===== config.mk =====
export PLATFORM = sky130hd
export DESIGN_NAME = i2s_dac_tx
export DESIGN_NICKNAME = d
export VERILOG_FILES = /design/src/rtl/i2s_dac_tx.sv
export SDC_FILE = /design/constraint.sdc
export NUM_CORES = 1
export LEC_CHECK = 0
export BUFFER_PORTS_ARGS = -buffer_cell sky130_fd_sc_hd__buf_2
export CORE_MARGIN = 2
export CORE_UTILIZATION = 50
export CTS_CLUSTER_SIZE = 10
export DETAILED_ROUTE_END_ITERATION = 6
export PLACE_DENSITY = 0.79
export SLEW_MARGIN = 30
export SYNTH_ARGS = -nofsm -noshare
export SYNTH_HDL_FRONTEND = slang
export SYNTH_SLANG_ARGS = --single-unit
export TNS_END_PERCENT = 10

===== constraint.sdc =====
create_clock -name clk -period 2.6 [get_ports clk]
set_clock_uncertainty 0.1 [all_clocks]
set_input_delay 0.13 -clock clk [delete_from_list [all_inputs] [get_ports clk]]
set_output_delay 0.13 -clock clk [all_outputs]
set_load 0.05 [all_outputs]

===== src/rtl/i2s_dac_tx.sv =====
// I2S / left-justified DAC serialiser, slave to the codec's BCLK and DACLRCK.
// Codec clocks are oversampled in the clk domain; data changes one clk after each detected BCLK fall.
module i2s_dac_tx #(
  parameter int BITS     = 16,
  parameter bit I2S_MODE = 1'b1
) (
  input  logic                   clk,
  input  logic                   rst_n,
  input  logic signed [BITS-1:0] left_in,
  input  logic signed [BITS-1:0] right_in,
  input  logic                   aud_bclk,
  input  logic                   aud_daclrck,
  output logic                   aud_dacdat,
  output logic                   sample_tick,
  output logic                   frame_err
);

  localparam int CW = (BITS > 1) ? $clog2(BITS) : 1;
  localparam logic [CW-1:0] LAST = CW'(BITS - 1);

  typedef enum logic [1:0] {WAIT_SYNC, DELAY, SHIFT, PAD} state_t;

  state_t          state;
  logic [2:0]      bclk_sync;
  logic [1:0]      lrck_sync;
  logic            lrck_prev;
  logic            chan;
  logic [CW-1:0]   cnt;
  logic [BITS-1:0] hold_l, hold_r, shreg;

  logic            lrck, bclk_fall, boundary;
  logic [BITS-1:0] first_word, chan_word;

  assign lrck      = lrck_sync[1];
  assign bclk_fall = bclk_sync[2] & ~bclk_sync[1];
  assign boundary  = bclk_fall & (lrck != lrck_prev);
  // A left boundary captures this cycle, so its first word comes straight from left_in.
  assign first_word = lrck ? hold_r : left_in;
  assign chan_word  = chan ? hold_r : hold_l;

  always_ff @(posedge clk or negedge rst_n) begin
    if (!rst_n) begin
      bclk_sync <= '0;
      lrck_sync <= '0;
    end else begin
      bclk_sync <= {bclk_sync[1:0], aud_bclk};
      lrck_sync <= {lrck_sync[0], aud_daclrck};
    end
  end

  always_ff @(posedge clk or negedge rst_n) begin
    if (!rst_n) begin
      state       <= WAIT_SYNC;
      lrck_prev   <= 1'b0;
      chan        <= 1'b0;
      cnt         <= '0;
      hold_l      <= '0;
      hold_r      <= '0;
      shreg       <= '0;
      aud_dacdat  <= 1'b0;
      sample_tick <= 1'b0;
      frame_err   <= 1'b0;
    end else begin
      sample_tick <= 1'b0;
      frame_err   <= 1'b0;
      if (bclk_fall) begin
        lrck_prev <= lrck;
        if (boundary) begin
          chan      <= lrck;
          cnt       <= '0;
          // Slot ended before the LSB went out: the partial word is dropped.
          frame_err <= (state == DELAY) || ((state == SHIFT) && (cnt != LAST));
          if (!lrck) begin
            hold_l      <= left_in;
            hold_r      <= right_in;
            sample_tick <= 1'b1;
          end
          if (I2S_MODE) begin
            state      <= DELAY;
            aud_dacdat <= 1'b0;
          end else begin
            state      <= SHIFT;
            aud_dacdat <= first_word[BITS-1];
            shreg      <= {first_word[BITS-2:0], 1'b0};
          end
        end else begin
          case (state)
            DELAY: begin
              state      <= SHIFT;
              cnt        <= '0;
              aud_dacdat <= chan_word[BITS-1];
              shreg      <= {chan_word[BITS-2:0], 1'b0};
            end
            SHIFT: begin
              if (cnt == LAST) begin
                state      <= PAD;
                aud_dacdat <= 1'b0;
              end else begin
                cnt        <= cnt + 1'b1;
                aud_dacdat <= shreg[BITS-1];
                shreg      <= {shreg[BITS-2:0], 1'b0};
              end
            end
            default: aud_dacdat <= 1'b0;
          endcase
        end
      end
    end
  end

endmodule


## After elaboration in Yosys (flattened, before gate mapping)

Cells that the tools add are included.
W data, S select, Z words.

- Register bits: 64
- Memories kept: 0
- Input port bits: 36
- Output and inout port bits: 3
- Bits in latches: 0
- ROM bits: 0
- Bits in writable memories: 0
- Word-level logic and storage cells: 52

- Bitwise gates (word level): 5
- $lt $le $gt $ge: 0
- $mul: 0
- Reduce and logical (&&, ||, !) cells: 9
- Div/mod/pow operators: 0
- Muxes and demuxes: 17
- Add/sub/neg operators: 1
- Shift operators: 0
- Eq/ne operators: 8

Operators by type and width:

| operator | count |
|---|---|
| $mux W16 | 2 |
| $pmux W16 S2 | 1 |
| $reduce_and A3 Y1 | 3 |
| $mux W4 | 2 |
| $pmux W4 S2 | 1 |
| $mux W1 | 7 |
| $add A4 B1 Y4 const B | 1 |
| $eq A4 B4 Y1 const B | 1 |
| $mux W2 | 2 |
| $ne A4 B4 Y1 const B | 1 |
| $pmux W2 S2 | 1 |
| $reduce_and A4 Y1 | 1 |
| $ne A3 B2 Y1 const B | 1 |
| $ne A3 B3 Y1 const B | 1 |
| $not A1 Y1 | 3 |
| $reduce_bool A3 Y1 | 1 |
| $and A1 B1 Y1 | 2 |
| $eq A2 B1 Y1 const B | 1 |
| $eq A2 B2 Y1 const B | 1 |
| $ne A2 B2 Y1 const B | 1 |
| $pmux W1 S2 | 1 |
| $reduce_and A2 Y1 | 1 |
| $reduce_bool A2 Y1 | 1 |
| $logic_and A1 B1 Y1 | 1 |
| other kinds (2) | 2 |

## Longest topological paths before layout

- Depth after elaboration: 5
- Gate-level depth with buffers: 7
- Depth with buffers taken out: 6

## Worst setup path after synthesis

OpenSTA, ideal clock, no wires.

- Path kind: register to register
- Start point: register bclk_sync[1]
- End point: register hold_l[0]
- Required time: 2375 ps
- Setup time: 125 ps
- Buffers on the path: 2
- Clock period less this slack: 1696 ps
- Slack: 904 ps
- Data arrival time: 1471 ps
- Cell stages (with the launch flop): 6
- Cells stage by stage: dfrtp_1 > nand2b_1 > buf_4 > nor3b_4 > buf_6 > mux2_2

- Longest elaborated chain between the ends: 4

Ends and longest elaborated chain:

| element | line | text |
|---|---|---|
| from (decl) | 24 | `logic [2:0] bclk_sync;` |
| from (signal assigned) | 46 | `bclk_sync <= {bclk_sync[1:0], aud_bclk};` |
| $not A1 Y1 * | 35 | `assign bclk_fall = bclk_sync[2] & ~bclk_sync[1];` |
| $and A1 B1 Y1 * | 35 |  |
| $and A1 B1 Y1 | 36 | `assign boundary = bclk_fall & (lrck != lrck_prev);` |
| $reduce_and A3 Y1 (no source line) * | - |  |
| to (signal assigned) | 74 | `hold_l <= left_in;` |
| to (decl) | 29 | `logic [BITS-1:0] hold_l, hold_r, shreg;` |

Mark *: on every way between the ends. The rest lies on a longest branch, timed or not.
A chain may end at the register's enable or synchronous reset.

## Worst setup path in the final report

- Start point: register bclk_sync[1]
- End point: register hold_l[7]

The elaborated chain is that of the path after synthesis.

==> out/summary.txt <==
================================================================================
Total GRT Usage ...................................................        22.4%
Shortest period the worst path allows .............................      2.00 ns
Root cell of the clock tree ....................................... sky130_fd_sc_hd__clkbuf_8
Fin Setup TNS .....................................................         0 ns
Placed insts ......................................................          335
Count of unique library cells instantiated by Yosys ...............           33
Switching Power ...................................................       905 uW
Required arrival time at the worst endpoint .......................      2.70 ns
WL final ..........................................................      6320 um
Critical path endpoint category ...................................         flop
Outcome ...........................................................    completed
Clock tree from TritonCTS .........................................         done
Wirelength per Cell ...............................................      16.4 um
TritonCTS Buffers .................................................            9
Diode insertion count for antenna repair ..........................            0
Internal power contribution .......................................      2120 uW
Power density normalized to cell area .............................   846 mW/mm2
Reg2Reg Depth .....................................................            4
Portion of total power attributed to combinational logic ..........        24.3%
IR drop worst, VDD ................................................       591 uV
Final count of negative-setup-slack endpoints .....................            0
Peak clock frequency supported by timing ..........................      500 MHz
Area overhead of the layout relative to synthesis .................        27.8%
Net count of the mapped netlist ...................................          273
Total I/O pin count ...............................................           39
Remaining antenna violation count .................................            0
Part of the total power dissipated in the clock network ...........        27.6%
Synth Area per Inst ...............................................     11.9 um2
Share of the synthesized area in the top cell type ................        56.4%
Yosys warning total ...............................................            0
Most area-consuming cells after synthesis ......................... sky130_fd_sc_hd__dfrtp_1 56%, sky130_fd_sc_hd__mux2_2 13%, sky130_fd_sc_hd__mux2i_1 6.1%
Wire length of the first global-routing pass ......................    10,400 um
Switching Fraction ................................................        30.0%
Placer Congestion .................................................        0.824
DPL Wire Length ...................................................      3260 um
Critical path type ................................................   reg -> reg
Total power draw ..................................................      3020 uW
Residual DRC count ................................................            0
Clock latency on the worst-skew pair ..............................      0.32 ns
Via count of the first global-routing pass ........................        2,201
Core area .........................................................  0.00544 mm2
Starting DRC count in detailed routing ............................          151
Initial Util ......................................................        51.4%
Worst min-delay path class ........................................  in -> async
Largest net degree at the start of global routing .................           34
RSZ-0062 raised after global routing ..............................        false
Pre-CTS setup slack ...............................................     0.655 ns
Via count .........................................................        2,059
Slew headroom .....................................................        66.2%
Standard-cell rows ................................................           27
Die W .............................................................      78.8 um
Number of pins with negative max-slew slack in the final report ...            0
Count of maximum capacitance violations ...........................            0
Cell type with the largest total area after synthesis ............. sky130_fd_sc_hd__dfrtp_1
Floorplan die area ................................................  0.00620 mm2
Sequential share of the synthesized area ..........................        56.4%
Per-cell via count in the routed design ...........................         5.35
Number of detailed-route iterations in the first pass .............            4
Clock slew at reported path FFs ...................................      0.07 ns
Count of buffers inserted at the top-level ports ..................           38
Final global-route overflow total .................................            0
Crit path launch type .............................................         flop
Leak ..............................................................   0.00175 uW
Maximum fanout encountered on the critical timing path ............           33
CTS sink count ....................................................           63
Final cell count without fillers ..................................          385
Clock tree buffer depth ...........................................            2
Final setup margin ................................................     0.600 ns
Number of antenna violations at the first check in global routing .            0
Part of the cycle the worst path needs ............................        76.9%
Setup slack, reg-to-reg ...........................................      0.60 ns
Number of nets at the end of the flow .............................          348
Number of synthesized register bits ...............................           63
H-Tree Level Count ................................................            3
Post-Synthesis Cell Area ..........................................  0.00280 mm2
Final hold viol count .............................................            0
Flop pwr share ....................................................        48.1%
Cell count after synthesis ........................................          234
Die Span Y ........................................................      78.8 um
Actual slew at the worst max-slew pin .............................     0.506 ns
Ratio of cells with drive above 1 in the final layout .............        29.7%
Hold slack ........................................................     0.200 ns
Post-CTS setup buffers ............................................            0
Data arrival time of the worst path ...............................      2.10 ns
================================================================================
-- stage by stage --
step / cell area [um2] / utilization [%]
global placement: 3030 / 55.6
detailed placement: 3030 / 55.6
CTS: 3570 / 65.7
floorplan: 2800 / -
finish: 3570 / 65.7
global route: 3570 / 65.7
-- worst max-delay path, cell delays in order, from the launching register on --
cell	delay, ns
sky130_fd_sc_hd__dfrtp_1	0.39
sky130_fd_sc_hd__nand2b_1	0.32
sky130_fd_sc_hd__nor3b_4	0.23
sky130_fd_sc_hd__buf_4	0.41
sky130_fd_sc_hd__mux2_2	0.40
-- layout by cell type, fill, tap and decap left out --
cell type	instances
sky130_fd_sc_hd__o41ai_1	1
sky130_fd_sc_hd__buf_2	38
sky130_fd_sc_hd__nand4b_1	1
sky130_fd_sc_hd__nand2_1	19
sky130_fd_sc_hd__a22oi_1	1
sky130_fd_sc_hd__dlygate4sd3_1	35
sky130_fd_sc_hd__mux2i_1	17
sky130_fd_sc_hd__xnor2_4	1
sky130_fd_sc_hd__dfrtp_1	63
sky130_fd_sc_hd__o21a_1	1
sky130_fd_sc_hd__bufinv_16	1
sky130_fd_sc_hd__o211a_1	1
sky130_fd_sc_hd__a21oi_1	19
sky130_fd_sc_hd__nor3b_4	1
sky130_fd_sc_hd__buf_4	6
sky130_fd_sc_hd__a32o_1	1
sky130_fd_sc_hd__a21o_1	2
sky130_fd_sc_hd__nand3_1	3
sky130_fd_sc_hd__and3b_1	1
sky130_fd_sc_hd__xor2_1	1
sky130_fd_sc_hd__o21ai_0	18
sky130_fd_sc_hd__nor2b_1	1
sky130_fd_sc_hd__nand2b_1	2
sky130_fd_sc_hd__ha_1	3
sky130_fd_sc_hd__o31ai_1	2
sky130_fd_sc_hd__a31oi_1	1
sky130_fd_sc_hd__clkbuf_8	11
sky130_fd_sc_hd__clkinv_2	3
sky130_fd_sc_hd__inv_1	3
sky130_fd_sc_hd__nor2_1	20
sky130_fd_sc_hd__and2_1	1
sky130_fd_sc_hd__nand4_1	2
sky130_fd_sc_hd__mux2_2	32
sky130_fd_sc_hd__o2bb2ai_1	1
-- sequential cells by signal (all words and copies together) (netlist names) --
name / cells
aud_dacdat: 1
bclk_sync: 3
chan: 1
cnt: 4
frame_err: 1
hold_l: 16
hold_r: 16
lrck_prev: 1
lrck_sync: 2
sample_tick: 1
shreg: 15
state: 2
-- cells in the mapped netlist --
cell type / count
sky130_fd_sc_hd__a32o_1: 1
sky130_fd_sc_hd__buf_4: 2
sky130_fd_sc_hd__o41ai_1: 1
sky130_fd_sc_hd__nand2_1: 19
sky130_fd_sc_hd__a21oi_1: 19
sky130_fd_sc_hd__dfrtp_1: 63
sky130_fd_sc_hd__a21o_1: 2
sky130_fd_sc_hd__a31oi_1: 1
sky130_fd_sc_hd__and2_1: 1
sky130_fd_sc_hd__nor2_1: 20
sky130_fd_sc_hd__buf_6: 3
sky130_fd_sc_hd__buf_1: 1
sky130_fd_sc_hd__clkbuf_1: 3
sky130_fd_sc_hd__o2bb2ai_1: 1
sky130_fd_sc_hd__xnor2_4: 1
sky130_fd_sc_hd__xor2_1: 1
sky130_fd_sc_hd__inv_1: 3
sky130_fd_sc_hd__nand3_1: 3
sky130_fd_sc_hd__o211a_1: 1
sky130_fd_sc_hd__ha_1: 3
sky130_fd_sc_hd__buf_2: 6
sky130_fd_sc_hd__a22oi_1: 1
sky130_fd_sc_hd__mux2i_1: 17
sky130_fd_sc_hd__nor2b_1: 1
sky130_fd_sc_hd__and3b_1: 1
sky130_fd_sc_hd__o21a_1: 1
sky130_fd_sc_hd__nand4b_1: 1
sky130_fd_sc_hd__o21ai_0: 18
sky130_fd_sc_hd__nand4_1: 2
sky130_fd_sc_hd__o31ai_1: 2
sky130_fd_sc_hd__mux2_2: 32
sky130_fd_sc_hd__nor3b_4: 1
sky130_fd_sc_hd__nand2b_1: 2
-- path summary, 6_finish.rpt --
| kind | start | end |
|---|---|---|
| worst min-delay path | rst_n | aud_dacdat |
| max in group asynchronous | rst_n | hold_r[1] |
| worst max register to register | bclk_sync[1] | hold_l[7] |
| min in group clk | lrck_sync[0] | lrck_sync[1] |
| worst max-delay path | bclk_sync[1] | hold_l[7] |
| worst min register to register | lrck_sync[0] | lrck_sync[1] |
-- power groups by stage --
stage	registers [uW]	logic [uW]	clock network [uW]
after floorplan	1410	522	0
after global placement	1440	629	0
after detailed placement	1450	658	0
after CTS	1440	700	847
after global routing	1480	825	900
final	1450	735	833
-- layout make-up --
type                    count  area (um2)
clock buffers              11         151
clock inverters             4        45.0
fillers                   354        1870
inverters                   3        11.3
multi-input cells         153        1110
flip-flops and latches     63        1580
well taps                  72        90.1
repair buffers             79         586
-- per-layer routing --
| layer | part of all wire [%] | global-route usage (%) | routed length, um |
|---|---|---|---|
| met1 | 40 | 27.4 | 2530 |
| met2 | 54 | 38.9 | 3440 |
| met3 | 3.8 | 4.43 | 238 |
| met4 | 1.9 | 9.30 | 117 |
| met5 | 0 | 0 | 0 |
-- what timing repair did --
item,4_1_cts,5_1_grt
gates resized for setup,0,0
hold buffers,35,0
endpoints found under the setup margin,0,0
hold endpoints to repair,48,0
-- kinds of logic after synthesis --
family	synth area share, %
buffers and inverters	3.76
flip-flops	56.4
AND/OR/NAND/NOR	8.42
adder cells (fa/ha/maj)	1.34
multiplexers	19.0
AO/OA/AOI/OAI	9.80
XOR/XNOR	1.30
(Power assumes the default switching activity.)
